### config.mk
export PLATFORM = sky130hd
export DESIGN_NAME = mac_sequencer_flat
export DESIGN_NICKNAME = d
export VERILOG_FILES = /design/src/rtl/mac_sequencer_if.sv /design/src/rtl/mac_sequencer.sv /design/src/flat_wrapper.sv
export SDC_FILE = /design/constraint.sdc
export NUM_CORES = 1
export LEC_CHECK = 0
export CORE_UTILIZATION = 45
export DETAILED_ROUTE_END_ITERATION = 12
export PLACE_DENSITY = 0.85
export SLEW_MARGIN = 20
export SYNTH_ARGS = -nofsm -noshare
export SYNTH_HDL_FRONTEND = slang
export SYNTH_SLANG_ARGS = --single-unit
### constraint.sdc
create_clock -name clk -period 2.2 [get_ports clk]
set_input_delay 0.33 -clock clk [delete_from_list [all_inputs] [get_ports clk]]
set_output_delay 0.33 -clock clk [all_outputs]
set_load 0.05 [all_outputs]
### src/rtl/mac_sequencer_if.sv
// Operand, multiplier and batch-result signals of the MAC sequencer.
// slave is the sequencer side; master is the surrounding environment.
interface mac_sequencer_if #(
    parameter int ACC_W = 10
);
    logic             in_valid;
    logic             in_ready;
    logic [3:0]       in_a;
    logic [3:0]       in_b;
    logic [3:0]       mult_a;
    logic [3:0]       mult_b;
    logic [7:0]       mult_product;
    logic             acc_valid;
    logic             acc_ready;
    logic [ACC_W-1:0] acc_sum;
    logic             overflow;

    modport slave (
        input  in_valid, in_a, in_b, mult_product, acc_ready,
        output in_ready, mult_a, mult_b, acc_valid, acc_sum, overflow
    );

    modport master (
        output in_valid, in_a, in_b, mult_product, acc_ready,
        input  in_ready, mult_a, mult_b, acc_valid, acc_sum, overflow
    );
endinterface

### src/rtl/mac_sequencer.sv
// Feeds registered operand pairs to an external 4x4 multiplier and
// sums N_OPS products per batch, handing the total out on a handshake.
module mac_sequencer #(
    parameter int N_OPS = 4,
    parameter int ACC_W = 10
) (
    input logic            clk,
    input logic            rst_n,
    mac_sequencer_if.slave bus
);
    localparam int CNT_W = (N_OPS > 1) ? $clog2(N_OPS) : 1;
    localparam logic [CNT_W-1:0] LAST = CNT_W'(N_OPS - 1);

    typedef enum logic [1:0] {
        IDLE,
        EVAL,
        DONE
    } state_t;

    state_t           state;
    state_t           state_nxt;
    logic [CNT_W-1:0] count;
    logic [ACC_W-1:0] acc;
    logic             ovf;
    logic [3:0]       a_q;
    logic [3:0]       b_q;
    logic [ACC_W:0]   sum;
    logic             take;
    logic             drain;
    logic             ready;
    logic             valid;
    logic             last;

    // One spare bit on top of the accumulator catches the carry-out.
    assign sum  = {1'b0, acc} + {{(ACC_W-7){1'b0}}, bus.mult_product};
    assign last = (count == LAST);

    always_ff @(posedge clk or negedge rst_n) begin
        if (!rst_n) begin
            state <= IDLE;
        end else begin
            state <= state_nxt;
        end
    end

    always_comb begin
        state_nxt = state;
        take      = 1'b0;
        drain     = 1'b0;
        ready     = 1'b0;
        valid     = 1'b0;
        unique case (state)
            IDLE: begin
                ready = rst_n;
                if (bus.in_valid) begin
                    take      = 1'b1;
                    state_nxt = EVAL;
                end
            end
            EVAL: begin
                state_nxt = last ? DONE : IDLE;
            end
            DONE: begin
                valid = 1'b1;
                if (bus.acc_ready) begin
                    drain     = 1'b1;
                    state_nxt = IDLE;
                end
            end
            default: begin
                state_nxt = IDLE;
            end
        endcase
    end

    always_ff @(posedge clk or negedge rst_n) begin
        if (!rst_n) begin
            a_q   <= '0;
            b_q   <= '0;
            acc   <= '0;
            ovf   <= 1'b0;
            count <= '0;
        end else begin
            if (take) begin
                a_q <= bus.in_a;
                b_q <= bus.in_b;
            end
            if (state == EVAL) begin
                acc <= sum[ACC_W-1:0];
                if (sum[ACC_W]) begin
                    ovf <= 1'b1;
                end
                count <= last ? '0 : count + CNT_W'(1);
            end
            if (drain) begin
                acc <= '0;
                ovf <= 1'b0;
            end
        end
    end

    assign bus.in_ready  = ready;
    assign bus.acc_valid = valid;
    assign bus.mult_a    = a_q;
    assign bus.mult_b    = b_q;
    assign bus.acc_sum   = acc;
    assign bus.overflow  = ovf;
endmodule

### src/flat_wrapper.sv
// flat-port wrapper written by rule: the top's interface ports become plain ports
module mac_sequencer_flat 
#(
    parameter int N_OPS = 4,
    parameter int ACC_W = 10
)
  (clk, rst_n, bus_in_valid, bus_in_a, bus_in_b, bus_mult_product, bus_acc_ready, bus_in_ready, bus_mult_a, bus_mult_b, bus_acc_valid, bus_acc_sum, bus_overflow);
  mac_sequencer_if #(.ACC_W(ACC_W)) bus_i ();
  input logic clk;
  input logic rst_n;
  input wire logic [$bits(bus_i.in_valid)-1:0] bus_in_valid;
  input wire logic [$bits(bus_i.in_a)-1:0] bus_in_a;
  input wire logic [$bits(bus_i.in_b)-1:0] bus_in_b;
  input wire logic [$bits(bus_i.mult_product)-1:0] bus_mult_product;
  input wire logic [$bits(bus_i.acc_ready)-1:0] bus_acc_ready;
  output wire logic [$bits(bus_i.in_ready)-1:0] bus_in_ready;
  output wire logic [$bits(bus_i.mult_a)-1:0] bus_mult_a;
  output wire logic [$bits(bus_i.mult_b)-1:0] bus_mult_b;
  output wire logic [$bits(bus_i.acc_valid)-1:0] bus_acc_valid;
  output wire logic [$bits(bus_i.acc_sum)-1:0] bus_acc_sum;
  output wire logic [$bits(bus_i.overflow)-1:0] bus_overflow;
  assign bus_i.in_valid = bus_in_valid;
  assign bus_i.in_a = bus_in_a;
  assign bus_i.in_b = bus_in_b;
  assign bus_i.mult_product = bus_mult_product;
  assign bus_i.acc_ready = bus_acc_ready;
  assign bus_in_ready = bus_i.in_ready;
  assign bus_mult_a = bus_i.mult_a;
  assign bus_mult_b = bus_i.mult_b;
  assign bus_acc_valid = bus_i.acc_valid;
  assign bus_acc_sum = bus_i.acc_sum;
  assign bus_overflow = bus_i.overflow;
  mac_sequencer #(.N_OPS(N_OPS), .ACC_W(ACC_W)) u_core (.clk(clk), .rst_n(rst_n), .bus(bus_i));
endmodule
==> results summary <==
The maximum vdd ir drop came out at 1040 µV. The average vias per placed instance came out at 5.52. The clock network burns 7.1% of the power. After synthesis, the netlist uses 29 different library cells. The type of destination of the critical path is a register. The hold violation count in the final report is 0. The count of antenna-violating nets left after detailed routing is 0.

The width of the die is 54.4 µm. The area fraction in and, or, nand and nor cells after synthesis came out at 6.98%. The layout overhead on the synthesized area is 39.3%. The latest clock arrival within the worst-skew pair is 0.31 ns. Cell internal power was estimated by the tool at 1420 µW. The die covers 2960 µm². At the worst endpoint, the required time is 2.42 ns. After synthesis, the largest family of logic cells by area is compound AO/OA/AOI/OAI gates. Counting every sink on the clock net gives 23. Sorting the synthesized cells by area gives the leading types as sky130_fd_sc_hd__dfrtp_1 (47%), sky130_fd_sc_hd__ha_1 (9.1%), sky130_fd_sc_hd__mux2_2 (9.1%). The critical path is of the reg -> reg type.

The overall routed net length is 2600 µm. The share of synthesized area spent on multiplexers is 9.91%. The library cells used most frequently in the layout, excluding fill and tap cells, are sky130_fd_sc_hd__clkdlybuf4s50_1 (38), sky130_fd_sc_hd__dfrtp_1 (22), sky130_fd_sc_hd__mux2_2 (10). The post-synthesis instance area is 1240 µm². The number of pins with negative max-slew slack in the final report is 0. The worst setup path is launched from a register. The share of total power dissipated in combinational logic is 66.1%. Between clock sinks in the finished design, the worst skew comes to 0.00385 ns. The floorplan step defined a core boundary enclosing 2540 µm². OpenSTA, run right after detailed placement, puts the worst setup slack at -0.175 ns. The floorplan step set the die height to 54.4 µm. The number of placed instances with taps included came out at 177.

For this run, the total global-route usage over all layers was measured as 19.6%. The leakage power summed over all cells came out at 0.000734 µW. The final critical path time including I/O delays and setup is 2.03 ns. The via count came out at 1,000. The proportion of synthesized chip area in sequential cells is 46.5%. The first-pass iteration count of the detailed router came out at 4. The first-iteration detailed-routing DRC count came out at 6.

The diode insertion count for antenna repair is 0. The compound-gate portion of the synthesized area is 21.6%. For met3 alone, demand over resource in global routing was 3.33%. The fraction of the cycle the final worst path needs is 92.4%. The average size of a mapped cell came out at 11.7 µm². For met2 alone, demand over resource in global routing was 32.9%. The placed wire-length estimate after detailed placement is 2030 µm. The net count after synthesis came out at 136.

The switching component of the power came out at 1380 µW. Leaving out fill and tap cells, the most frequent cell in the layout is sky130_fd_sc_hd__clkdlybuf4s50_1. The largest net degree at the start of global routing came out at 24. The actual transition at the worst max-transition pin came out at 0.521 ns.

Summing the areas of all xor and xnor instances in the mapped netlist gives 2.83% of the synthesized area. The number of core rows came out at 18. The initial utilization of the core area, before any placement, comes to 48.6%. The share of power burned in registers is 26.8%.

The count of port buffers added during placement came out at 40. The final estimated routing congestion in global placement is 0.837. The maximum fanout encountered on the critical timing path came out at 3. The maximum frequency from static timing analysis is 492 MHz.

For this design the top-level I/O count stands at 41. The synthesized flop and latch total is 23. The fraction of final layout cells sized beyond drive strength 1 is 16.6%. Clock tree synthesis inserted a total of 3 buffers. The least setup slack across all paths after layout came out at 0.168 ns. The via count of the first global-routing pass is 970. The synthesized netlist devotes 10.7% of its cell area to adder and majority cells. The aggregate global routing overflow is 0. Max-cap violations in this run came to 0. Dividing total power by cell area gives a power density of 1630 nW/µm². The number of standard cells in the final layout excluding fillers came out at 181. The post-detailed-route DRC marker count came out at 0. Headroom to the max-slew limit came out at 65.2%. The final setup violation count is 0.

In this run the post-CTS setup repair buffer count came out at 0. Once layout is done, the placed cells without fillers occupy 1720 µm². The first-pass GRT wire length is 4150 µm. The placed cell area came out at 1700 µm². Synthesis produced 106 cells. Setup repair after global routing left no endpoint under its margin. The switching share of power is 49.3%.

The run finished with clean final reports. The global routing stage identified its most utilized layer as met2. In this run the number of H-tree levels came out at 1. The number of hold-repair buffers added at the cts stage is 0. The synthesized design spends more area on one cell type than any other, namely sky130_fd_sc_hd__dfrtp_1. The maximum buffer depth of the clock tree is 2. The fraction of met1 tracks used by global routing came out at 26.0%. The net count reported at finish came out at 182. The cell sitting at the root of the clock tree is a sky130_fd_sc_hd__clkbuf_4. During synthesis, Yosys emitted a total of 0 warnings. The number of antenna violations at the first check in global routing is 0. The worst hold path belongs to the class in -> async.

The top cell type's share of synthesized area came out at 46.5%. The final routed wire length divided by cell count came out at 14.4 µm. TritonCTS built the clock tree. Clock-pin slew was measured on the worst setup and hold paths at 0.14 ns.

Data on the critical path arrives at its endpoint at 2.25 ns.
layer usage:
layer,share of wire [%],wire length [µm],vias up
met5,0,0,-
met4,0.50,13,0
met3,4.1,107,2
met2,51,1320,22
met1,45,1160,490
li1,-,-,486
final timing paths:
check | start | endpoint | slack [ns] | cells after the start
worst max-delay path | u_core.bus.acc_sum[0] | u_core.bus.acc_sum[6] | 0.17 | 7
worst min-delay path | rst_n | u_core.bus.acc_sum[4] | 0.45 | 2
worst max register to register | u_core.bus.acc_sum[0] | u_core.bus.acc_sum[6] | 0.17 | 7
worst min register to register | u_core.bus.overflow | u_core.bus.overflow | 0.51 | 1
max in group asynchronous | rst_n | u_core.bus.acc_sum[0] | 1.50 | 2
min in group clk | u_core.bus.overflow | u_core.bus.overflow | 0.51 | 1
cells in the mapped netlist:
master                      number
sky130_fd_sc_hd__dfrtp_1        23
sky130_fd_sc_hd__mux2_2         10
sky130_fd_sc_hd__ha_1            9
sky130_fd_sc_hd__nand2_1         9
sky130_fd_sc_hd__o21ai_0         8
sky130_fd_sc_hd__a22o_1          6
sky130_fd_sc_hd__a21oi_1         4
sky130_fd_sc_hd__nor2_1          3
sky130_fd_sc_hd__nor3b_1         3
sky130_fd_sc_hd__xnor2_1         3
sky130_fd_sc_hd__a2111oi_2       2
sky130_fd_sc_hd__a211oi_1        2
sky130_fd_sc_hd__a211oi_2        2
sky130_fd_sc_hd__a21o_1          2
sky130_fd_sc_hd__buf_2           2
sky130_fd_sc_hd__inv_1           2
sky130_fd_sc_hd__o211ai_1        2
sky130_fd_sc_hd__o21ai_1         2
sky130_fd_sc_hd__o21bai_1        2
sky130_fd_sc_hd__a21oi_2         1
sky130_fd_sc_hd__a31oi_1         1
sky130_fd_sc_hd__and2b_1         1
sky130_fd_sc_hd__fa_1            1
sky130_fd_sc_hd__mux2i_1         1
sky130_fd_sc_hd__nand3_1         1
sky130_fd_sc_hd__nor2b_1         1
sky130_fd_sc_hd__o21a_1          1
sky130_fd_sc_hd__o31ai_1         1
sky130_fd_sc_hd__xor2_1          1
sequential cells by signal (all words and copies together), names as in the netlist:
name / count
u_core.count: 2
u_core.bus.mult_b: 4
u_core.bus.mult_a: 4
u_core.bus.acc_sum: 10
u_core.state: 2
u_core.bus.overflow: 1
what timing repair did:
action / CTS / global route
setup endpoints to repair: 0 / 1
hold endpoints to repair: 0 / 0
resized for setup: 0 / 0
critical path, stage by stage, from the launching register on:
cell                       delay (ns)
sky130_fd_sc_hd__dfrtp_2         0.44
sky130_fd_sc_hd__ha_1            0.23
sky130_fd_sc_hd__fa_1            0.44
sky130_fd_sc_hd__a211oi_2        0.28
sky130_fd_sc_hd__o21bai_1        0.11
sky130_fd_sc_hd__a21oi_1         0.18
sky130_fd_sc_hd__xnor2_1         0.08
sky130_fd_sc_hd__a22o_1          0.18
cells by family (layout without fill, tap and decap cells):
family / after synthesis / count (layout)
AOI/OAI and AO/OA: 36 / 36
DFF: 23 / 23
and+or+nand+nor: 18 / 18
muxes: 11 / 11
adders and majority gates: 10 / 10
xor gates and xnor gates: 4 / 4
buffers and inverters: 4 / 49
cell type report:
type,instances,area (µm²)
Sequential cell,23,577
Clock buffer,3,22.5
Clock inverter,1,5.00
Multi-Input combinational cell,79,644
Inverter,2,7.51
Fill cell,196,821
Tap cell,30,37.5
Timing Repair Buffer,43,430
power groups by stage:
stage / Sequential [µW] / Clock, µW / Combinational (µW)
CTS: 751 / 203 / 1860
floorplan: 1290 / 0 / 772
global route: 778 / 218 / 1990
detailed placement: 759 / 0 / 1860
finish: 751 / 200 / 1850
global placement: 748 / 0 / 1820
through the flow:
step / total power, µW / setup TNS (ns) / hold slack (ns) / util [%]
after floorplan: 2060 / 0 / 0.0344 / -
after global placement: 2570 / -0.131 / 0.478 / 66.7
after detailed placement: 2610 / -0.282 / 0.479 / 66.7
after CTS: 2820 / 0 / 0.475 / 67.7
after global routing: 2990 / 0 / 0.482 / 67.7
final: 2810 / 0 / 0.450 / 67.7
No activity file was read; power rests on OpenSTA's default activity.
